`src/rtl/mips32_pipe_pkg.sv`:
```
`default_nettype none
// ============================================================================
// mips32_pipe_pkg
// Shared types for the MIPS32 ID/EX stage: forward selects, control bundle.
// Revision: 1.0
// ============================================================================
package mips32_pipe_pkg;

  typedef enum logic [1:0] {
    FWD_RF  = 2'b00,
    FWD_MEM = 2'b01,
    FWD_EX  = 2'b10
  } fwd_sel_t;

  typedef struct packed {
    logic reg_write;
    logic mem_to_reg;
    logic mem_read;
    logic mem_write;
    logic reg_dst;
    logic alu_src;
  } id_ex_ctrl_t;

  localparam id_ex_ctrl_t BUBBLE = '0;

endpackage
`default_nettype wire

```
`src/rtl/id_ex_hazard_unit.sv`:
```
`default_nettype none
// ============================================================================
// id_ex_hazard_unit
// Combinational forward-select generation and stall request. Behaviour
// depends on ID_EX_FWD_EN (forwarding + load-use stall vs. RAW stall only).
// Revision: 1.0
// ============================================================================
module id_ex_hazard_unit
  import mips32_pipe_pkg::*;
#(
  parameter int REG_ADDR_W = 5
) (
  input  logic                  id_valid_i,
  input  logic [REG_ADDR_W-1:0] id_rs_i,
  input  logic [REG_ADDR_W-1:0] id_rt_i,
  input  logic                  flush_i,
  input  logic                  ex_valid_i,
  input  logic                  ex_mem_read_i,
  input  logic                  ex_reg_write_i,
  input  logic [REG_ADDR_W-1:0] ex_rs_i,
  input  logic [REG_ADDR_W-1:0] ex_rt_i,
  input  logic [REG_ADDR_W-1:0] ex_dest_i,
  input  logic                  exmem_reg_write_i,
  input  logic [REG_ADDR_W-1:0] exmem_rd_i,
  input  logic                  memwb_reg_write_i,
  input  logic [REG_ADDR_W-1:0] memwb_rd_i,
  output fwd_sel_t              fwd_a_o,
  output fwd_sel_t              fwd_b_o,
  output logic                  stall_req_o
);

  logic w_unused;

`ifdef ID_EX_FWD_EN
  // EX/MEM is checked first so the younger result wins; $0 never forwards.
  function automatic fwd_sel_t pick_src(
    input logic [REG_ADDR_W-1:0] src,
    input logic                  em_we,
    input logic [REG_ADDR_W-1:0] em_rd,
    input logic                  mw_we,
    input logic [REG_ADDR_W-1:0] mw_rd
  );
    if (em_we && (em_rd != '0) && (em_rd == src)) begin
      return FWD_EX;
    end else if (mw_we && (mw_rd != '0) && (mw_rd == src)) begin
      return FWD_MEM;
    end
    return FWD_RF;
  endfunction

  logic w_load_use;

  always_comb begin
    fwd_a_o = pick_src(ex_rs_i, exmem_reg_write_i, exmem_rd_i,
                       memwb_reg_write_i, memwb_rd_i);
    fwd_b_o = pick_src(ex_rt_i, exmem_reg_write_i, exmem_rd_i,
                       memwb_reg_write_i, memwb_rd_i);
  end

  assign w_load_use  = id_valid_i && ex_valid_i && ex_mem_read_i &&
                       (ex_rt_i != '0) &&
                       ((ex_rt_i == id_rs_i) || (ex_rt_i == id_rt_i));
  assign stall_req_o = w_load_use && !flush_i;
  assign w_unused    = ^{ex_reg_write_i, ex_dest_i};
`else
  // Without forwarding, any pending write in EX or MEM blocks decode;
  // WB writes land in the register file early enough to be read.
  function automatic logic raw_hit(
    input logic [REG_ADDR_W-1:0] src,
    input logic                  ex_we,
    input logic [REG_ADDR_W-1:0] ex_dst,
    input logic                  em_we,
    input logic [REG_ADDR_W-1:0] em_dst
  );
    return (src != '0) &&
           ((ex_we && (src == ex_dst)) || (em_we && (src == em_dst)));
  endfunction

  logic w_ex_writes;
  logic w_raw;

  assign fwd_a_o     = FWD_RF;
  assign fwd_b_o     = FWD_RF;
  assign w_ex_writes = ex_valid_i && ex_reg_write_i;
  assign w_raw       = id_valid_i &&
                       (raw_hit(id_rs_i, w_ex_writes, ex_dest_i,
                                exmem_reg_write_i, exmem_rd_i) ||
                        raw_hit(id_rt_i, w_ex_writes, ex_dest_i,
                                exmem_reg_write_i, exmem_rd_i));
  assign stall_req_o = w_raw && !flush_i;
  assign w_unused    = ^{ex_rs_i, ex_rt_i, ex_mem_read_i,
                         memwb_reg_write_i, memwb_rd_i};
`endif

endmodule
`default_nettype wire

```
`src/rtl/id_ex_stage.sv`:
```
`default_nettype none
// ============================================================================
// id_ex_stage
// MIPS32 ID/EX register with operand forwarding, RegDst/ALUSrc muxing and
// load-use hold/flush control. Forwarding is enabled by ID_EX_FWD_EN.
// Revision: 1.0
// ============================================================================
module id_ex_stage
  import mips32_pipe_pkg::*;
#(
  parameter int DATA_W     = 32,
  parameter int REG_ADDR_W = 5,
  parameter int ALU_OP_W   = 3
) (
  input  logic                  clk,
  input  logic                  reset,
  input  logic                  id_valid,
  input  logic [REG_ADDR_W-1:0] id_rs,
  input  logic [REG_ADDR_W-1:0] id_rt,
  input  logic [REG_ADDR_W-1:0] id_rd,
  input  logic [DATA_W-1:0]     id_read_data_1,
  input  logic [DATA_W-1:0]     id_read_data_2,
  input  logic [DATA_W-1:0]     id_sign_extend,
  input  logic                  id_reg_write,
  input  logic                  id_mem_to_reg,
  input  logic                  id_mem_read,
  input  logic                  id_mem_write,
  input  logic                  id_reg_dst,
  input  logic                  id_alu_src,
  input  logic [ALU_OP_W-1:0]   id_alu_op,
  input  logic                  hold,
  input  logic                  flush,
  input  logic                  exmem_reg_write,
  input  logic [REG_ADDR_W-1:0] exmem_rd,
  input  logic [DATA_W-1:0]     exmem_alu_result,
  input  logic                  memwb_reg_write,
  input  logic [REG_ADDR_W-1:0] memwb_rd,
  input  logic [DATA_W-1:0]     memwb_write_data,
  output logic                  stall_req,
  output logic [DATA_W-1:0]     ex_operand_a,
  output logic [DATA_W-1:0]     ex_operand_b,
  output logic [DATA_W-1:0]     ex_store_data,
  output logic [REG_ADDR_W-1:0] ex_dest_reg,
  output logic                  ex_valid,
  output logic                  ex_reg_write,
  output logic                  ex_mem_to_reg,
  output logic                  ex_mem_read,
  output logic                  ex_mem_write,
  output logic [ALU_OP_W-1:0]   ex_alu_op,
  output logic [1:0]            ex_fwd_a,
  output logic [1:0]            ex_fwd_b
);

  logic                  valid_q, valid_d;
  logic [REG_ADDR_W-1:0] rs_q, rs_d;
  logic [REG_ADDR_W-1:0] rt_q, rt_d;
  logic [REG_ADDR_W-1:0] rd_q, rd_d;
  logic [DATA_W-1:0]     rd1_q, rd1_d;
  logic [DATA_W-1:0]     rd2_q, rd2_d;
  logic [DATA_W-1:0]     imm_q, imm_d;
  id_ex_ctrl_t           ctrl_q, ctrl_d;
  logic [ALU_OP_W-1:0]   alu_op_q, alu_op_d;

  id_ex_ctrl_t           w_id_ctrl;
  logic [REG_ADDR_W-1:0] w_dest;
  fwd_sel_t              w_fwd_a;
  fwd_sel_t              w_fwd_b;
  logic                  w_stall;
  logic [DATA_W-1:0]     w_val_a;
  logic [DATA_W-1:0]     w_val_b;

  assign w_id_ctrl = '{
    reg_write:  id_reg_write,
    mem_to_reg: id_mem_to_reg,
    mem_read:   id_mem_read,
    mem_write:  id_mem_write,
    reg_dst:    id_reg_dst,
    alu_src:    id_alu_src
  };

  // flush > hold > stall > load; a bubble is simply an all-zero register.
  always_comb begin
    valid_d  = valid_q;
    rs_d     = rs_q;
    rt_d     = rt_q;
    rd_d     = rd_q;
    rd1_d    = rd1_q;
    rd2_d    = rd2_q;
    imm_d    = imm_q;
    ctrl_d   = ctrl_q;
    alu_op_d = alu_op_q;
    if (flush || (!hold && w_stall)) begin
      valid_d  = 1'b0;
      rs_d     = '0;
      rt_d     = '0;
      rd_d     = '0;
      rd1_d    = '0;
      rd2_d    = '0;
      imm_d    = '0;
      ctrl_d   = BUBBLE;
      alu_op_d = '0;
    end else if (!hold) begin
      valid_d  = id_valid;
      rs_d     = id_rs;
      rt_d     = id_rt;
      rd_d     = id_rd;
      rd1_d    = id_read_data_1;
      rd2_d    = id_read_data_2;
      imm_d    = id_sign_extend;
      ctrl_d   = w_id_ctrl;
      alu_op_d = id_alu_op;
    end
  end

  always_ff @(posedge clk) begin
    if (reset) begin
      valid_q  <= 1'b0;
      rs_q     <= '0;
      rt_q     <= '0;
      rd_q     <= '0;
      rd1_q    <= '0;
      rd2_q    <= '0;
      imm_q    <= '0;
      ctrl_q   <= BUBBLE;
      alu_op_q <= '0;
    end else begin
      valid_q  <= valid_d;
      rs_q     <= rs_d;
      rt_q     <= rt_d;
      rd_q     <= rd_d;
      rd1_q    <= rd1_d;
      rd2_q    <= rd2_d;
      imm_q    <= imm_d;
      ctrl_q   <= ctrl_d;
      alu_op_q <= alu_op_d;
    end
  end

  assign w_dest = ctrl_q.reg_dst ? rd_q : rt_q;

  id_ex_hazard_unit #(
    .REG_ADDR_W(REG_ADDR_W)
  ) u_hazard (
    .id_valid_i        (id_valid),
    .id_rs_i           (id_rs),
    .id_rt_i           (id_rt),
    .flush_i           (flush),
    .ex_valid_i        (valid_q),
    .ex_mem_read_i     (ctrl_q.mem_read),
    .ex_reg_write_i    (ctrl_q.reg_write),
    .ex_rs_i           (rs_q),
    .ex_rt_i           (rt_q),
    .ex_dest_i         (w_dest),
    .exmem_reg_write_i (exmem_reg_write),
    .exmem_rd_i        (exmem_rd),
    .memwb_reg_write_i (memwb_reg_write),
    .memwb_rd_i        (memwb_rd),
    .fwd_a_o           (w_fwd_a),
    .fwd_b_o           (w_fwd_b),
    .stall_req_o       (w_stall)
  );

  always_comb begin
    case (w_fwd_a)
      FWD_EX:  w_val_a = exmem_alu_result;
      FWD_MEM: w_val_a = memwb_write_data;
      default: w_val_a = rd1_q;
    endcase
    case (w_fwd_b)
      FWD_EX:  w_val_b = exmem_alu_result;
      FWD_MEM: w_val_b = memwb_write_data;
      default: w_val_b = rd2_q;
    endcase
  end

  assign stall_req     = w_stall;
  assign ex_operand_a  = w_val_a;
  assign ex_operand_b  = ctrl_q.alu_src ? imm_q : w_val_b;
  assign ex_store_data = w_val_b;
  assign ex_dest_reg   = w_dest;
  assign ex_valid      = valid_q;
  assign ex_reg_write  = ctrl_q.reg_write;
  assign ex_mem_to_reg = ctrl_q.mem_to_reg;
  assign ex_mem_read   = ctrl_q.mem_read;
  assign ex_mem_write  = ctrl_q.mem_write;
  assign ex_alu_op     = alu_op_q;
  assign ex_fwd_a      = w_fwd_a;
  assign ex_fwd_b      = w_fwd_b;

endmodule
`default_nettype wire

```
`config.mk`:
```
export PLATFORM = sky130hd
export DESIGN_NAME = id_ex_stage
export DESIGN_NICKNAME = d
export VERILOG_FILES = /design/src/rtl/mips32_pipe_pkg.sv /design/src/rtl/id_ex_hazard_unit.sv /design/src/rtl/id_ex_stage.sv
export SDC_FILE = /design/constraint.sdc
export NUM_CORES = 1
export LEC_CHECK = 0
export ABC_AREA = 1
export CAP_MARGIN = 20
export CORE_AREA = 2 2 123 125
export DETAILED_ROUTE_END_ITERATION = 10
export DIE_AREA = 0 0 125 127
export GPL_ROUTABILITY_DRIVEN = 0
export PLACE_DENSITY = 0.84
export SLEW_MARGIN = 20
export SYNTH_ARGS = -nofsm -noshare
export SYNTH_HDL_FRONTEND = slang
export SYNTH_SLANG_ARGS = --single-unit
```
`constraint.sdc`:
```
create_clock -name clk -period 2.3 [get_ports clk]
set_input_delay 0.345 -clock clk [delete_from_list [all_inputs] [get_ports clk]]
set_output_delay 0.345 -clock clk [all_outputs]
set_load 0.05 [all_outputs]
```
==> results.cfg <==
[clock_network]
cts-htree-levels = 4
cts_buffers = 17
cts_root_buffer = clkbuf_16
cts.clk_slew.worst_paths_ns = 0.05
cts.hold.buffers_added = 0
cts_buffer_depth = 2
cts_tree = yes
cts.sinks = 116
clock_latency_ns = 0.41

[synthesis]
synthCells = 649
ys_seq_area_share_pct = 46.32
synth.distinct_cells = 20
ys_warn_count = 0
postSynthAreaPerCell_sq_um = 7.725
netlist_area_sq_um = 5014
synth_seq_cells = 116

[setup_path]
crit_start = ctrl_q[1]$_SDFFE_PP0N_
cp_data_arrival_time_ns = 1.86
r2r-start = ctrl_q[1]$_SDFFE_PP0N_
critPathRequiredTime_ns = 1.96
setup.worst_path.class = reg -> out
start_kind = flip-flop
crit_fanout = 6
end_kind = primary output

[grt]
grt_pass1_vias = 4819
grt_max_degree = 82
antenna_found_initial = 0
grt_use_total_pct = 17.89
overflow = 0
grt_pass1_wl_um = 22870

[drt]
drc = 0
viasPerCell = 4.580
drt_iter0_markers = 233
wl_per_cell_um = 13.38
drt_first_pass_iters = 4
antenna_left = 0
postRouteWirelength_um = 14410
num_vias = 4933

[die]
core-area_sq_um = 14420
start_util_pct = 34.76
die_w_um = 125
io_pins = 315
die-height_um = 127
rows = 44
dieArea_sq_um = 15880

[cells_and_area]
largestRegisters = imm_q: 32 flops, rd1_q: 32 flops, rd2_q: 32 flops
final_common_cell = clkdlybuf4s50_1
fin_util_pct = 57.05
finalNetCount = 1082
final_cell_mix = clkdlybuf4s50_1, nor2_1, dfxtp_1
area_growth_syn_to_layout_pct = 64.14
drive_above_1_share_pct = 9.183
diodes = 0
fin_area_sq_um = 8229

[place]
portBuffers = 240
place_hpwl_um = 10440
dp_slack_ns = 0.05162
place_area_sq_um = 7525

[sta]
setup_tns_ns = 0
finalMaxSlewViolations = 0
setup_violations = 0
worst_pin_slew_ns = 0.5549
fmax_mhz = 453.4
hold_viol = 0
worst_slack_ns = 0.09466
period_minus_slack_ns = 2.205
slew_headroom_pct = 62.89
finalCritPeriodShare_pct = 95.88
finClkSkew_ns = 0.01381

[status]
status = completed

[worst_hold_path]
hp-class = in -> reg
min-delay-start = hold

[power_and_ir_drop]
p_total_w = 0.006030
powerDensity_nw_per_um2 = 732.8
leakage_nw = 3.630
vdd_drop_max_mv = 0.5698

[flow_run]
maxCapViolCount = 0
-- per-layer routing --
| metal | track usage, % | vias up | routed length [um] |
|---|---|---|---|
| met5 | 0 | - | 0 |
| met4 | 7.712 | 0 | 400 |
| met3 | 6.784 | 28 | 1158 |
| met2 | 32.42 | 184 | 7107 |
| met1 | 18.53 | 2200 | 5742 |
| li1 | - | 2521 | - |
-- kinds of logic after synthesis --
family	share of synthesized area [%]
AO/OA/AOI/OAI	8.385
flip-flops	46.32
buffers and inverters	8.585
other	0.07480
multiplexers	14.77
XOR/XNOR	0.3495
AND/OR/NAND/NOR	21.51
-- worst paths after layout --
check                                               to  slack [ns]  cells past startpoint
worst max-delay path                         stall_req        0.09                     11
worst min-delay path             rd1_q[2]$_SDFFE_PP0N_        0.37                      3
worst max register to register   rd2_q[8]$_SDFFE_PP0N_        0.30                     15
worst min register to register  rd1_q[20]$_SDFFE_PP0N_        0.51                      2
-- worst max-delay path, stage by stage, from the launching register on --
cell      delay (ns)
dfxtp_4         0.38
buf_6           0.14
nand2_4         0.09
nand2_4         0.06
nand2_2         0.05
nand2_1         0.04
nor2_1          0.10
nand3_1         0.07
nand2_1         0.08
nand2_2         0.07
a21boi_2        0.19
buf_12          0.16
-- Yosys cell counts --
cell / instances / area share [%]
xor2_1: 2 / 0.35
buf_1: 5 / 0.37
mux2i_1: 74 / 15
nand3_1: 19 / 1.9
conb_1: 1 / 0.075
buf_6: 5 / 1.1
buf_2: 9 / 0.90
inv_4: 1 / 0.12
nor3_1: 2 / 0.20
o21ai_0: 78 / 7.8
a21boi_0: 1 / 0.15
inv_1: 54 / 4.0
nor2_1: 132 / 9.9
nand2_1: 119 / 8.9
a21oi_1: 2 / 0.20
o22ai_1: 2 / 0.25
buf_4: 5 / 0.75
clkbuf_1: 17 / 1.3
dfxtp_1: 116 / 46
nand2_2: 5 / 0.62
-- report_power, final --
group	internal, W	switching (W)	total, W
Combinational	0.000451	0.000587	0.00104
Sequential	0.00209	0.0000410	0.00213
Clock	0.00197	0.000893	0.00286
-- area by class of cell --
class	instances	area, sq um
well taps	184	230.2
flip-flops and latches	116	2327
multi-input cells	440	2328
inverters	55	214.0
repair buffers	251	2489
fillers	1298	6195
clock buffers	22	464.2
clock inverters	9	176.4
-- metrics by stage --
stage                     cells  hold WS (ns)
after CTS                  1074        0.3787
after global placement     1043        0.4870
after detailed placement   1043        0.4986
after global routing       1077        0.4010
final                      1077        0.3713
after floorplan             652        0.4787
-- timing repair --
| item | 4_1_cts | 5_1_grt |
|---|---|---|
| gates resized for setup | 16 | 20 |
| pin swaps | 0 | 9 |
| setup buffers | 0 | 3 |
| hold endpoints to repair | 0 | 0 |
| setup endpoints to repair | 16 | 1 |
(Power assumes the default switching activity.)
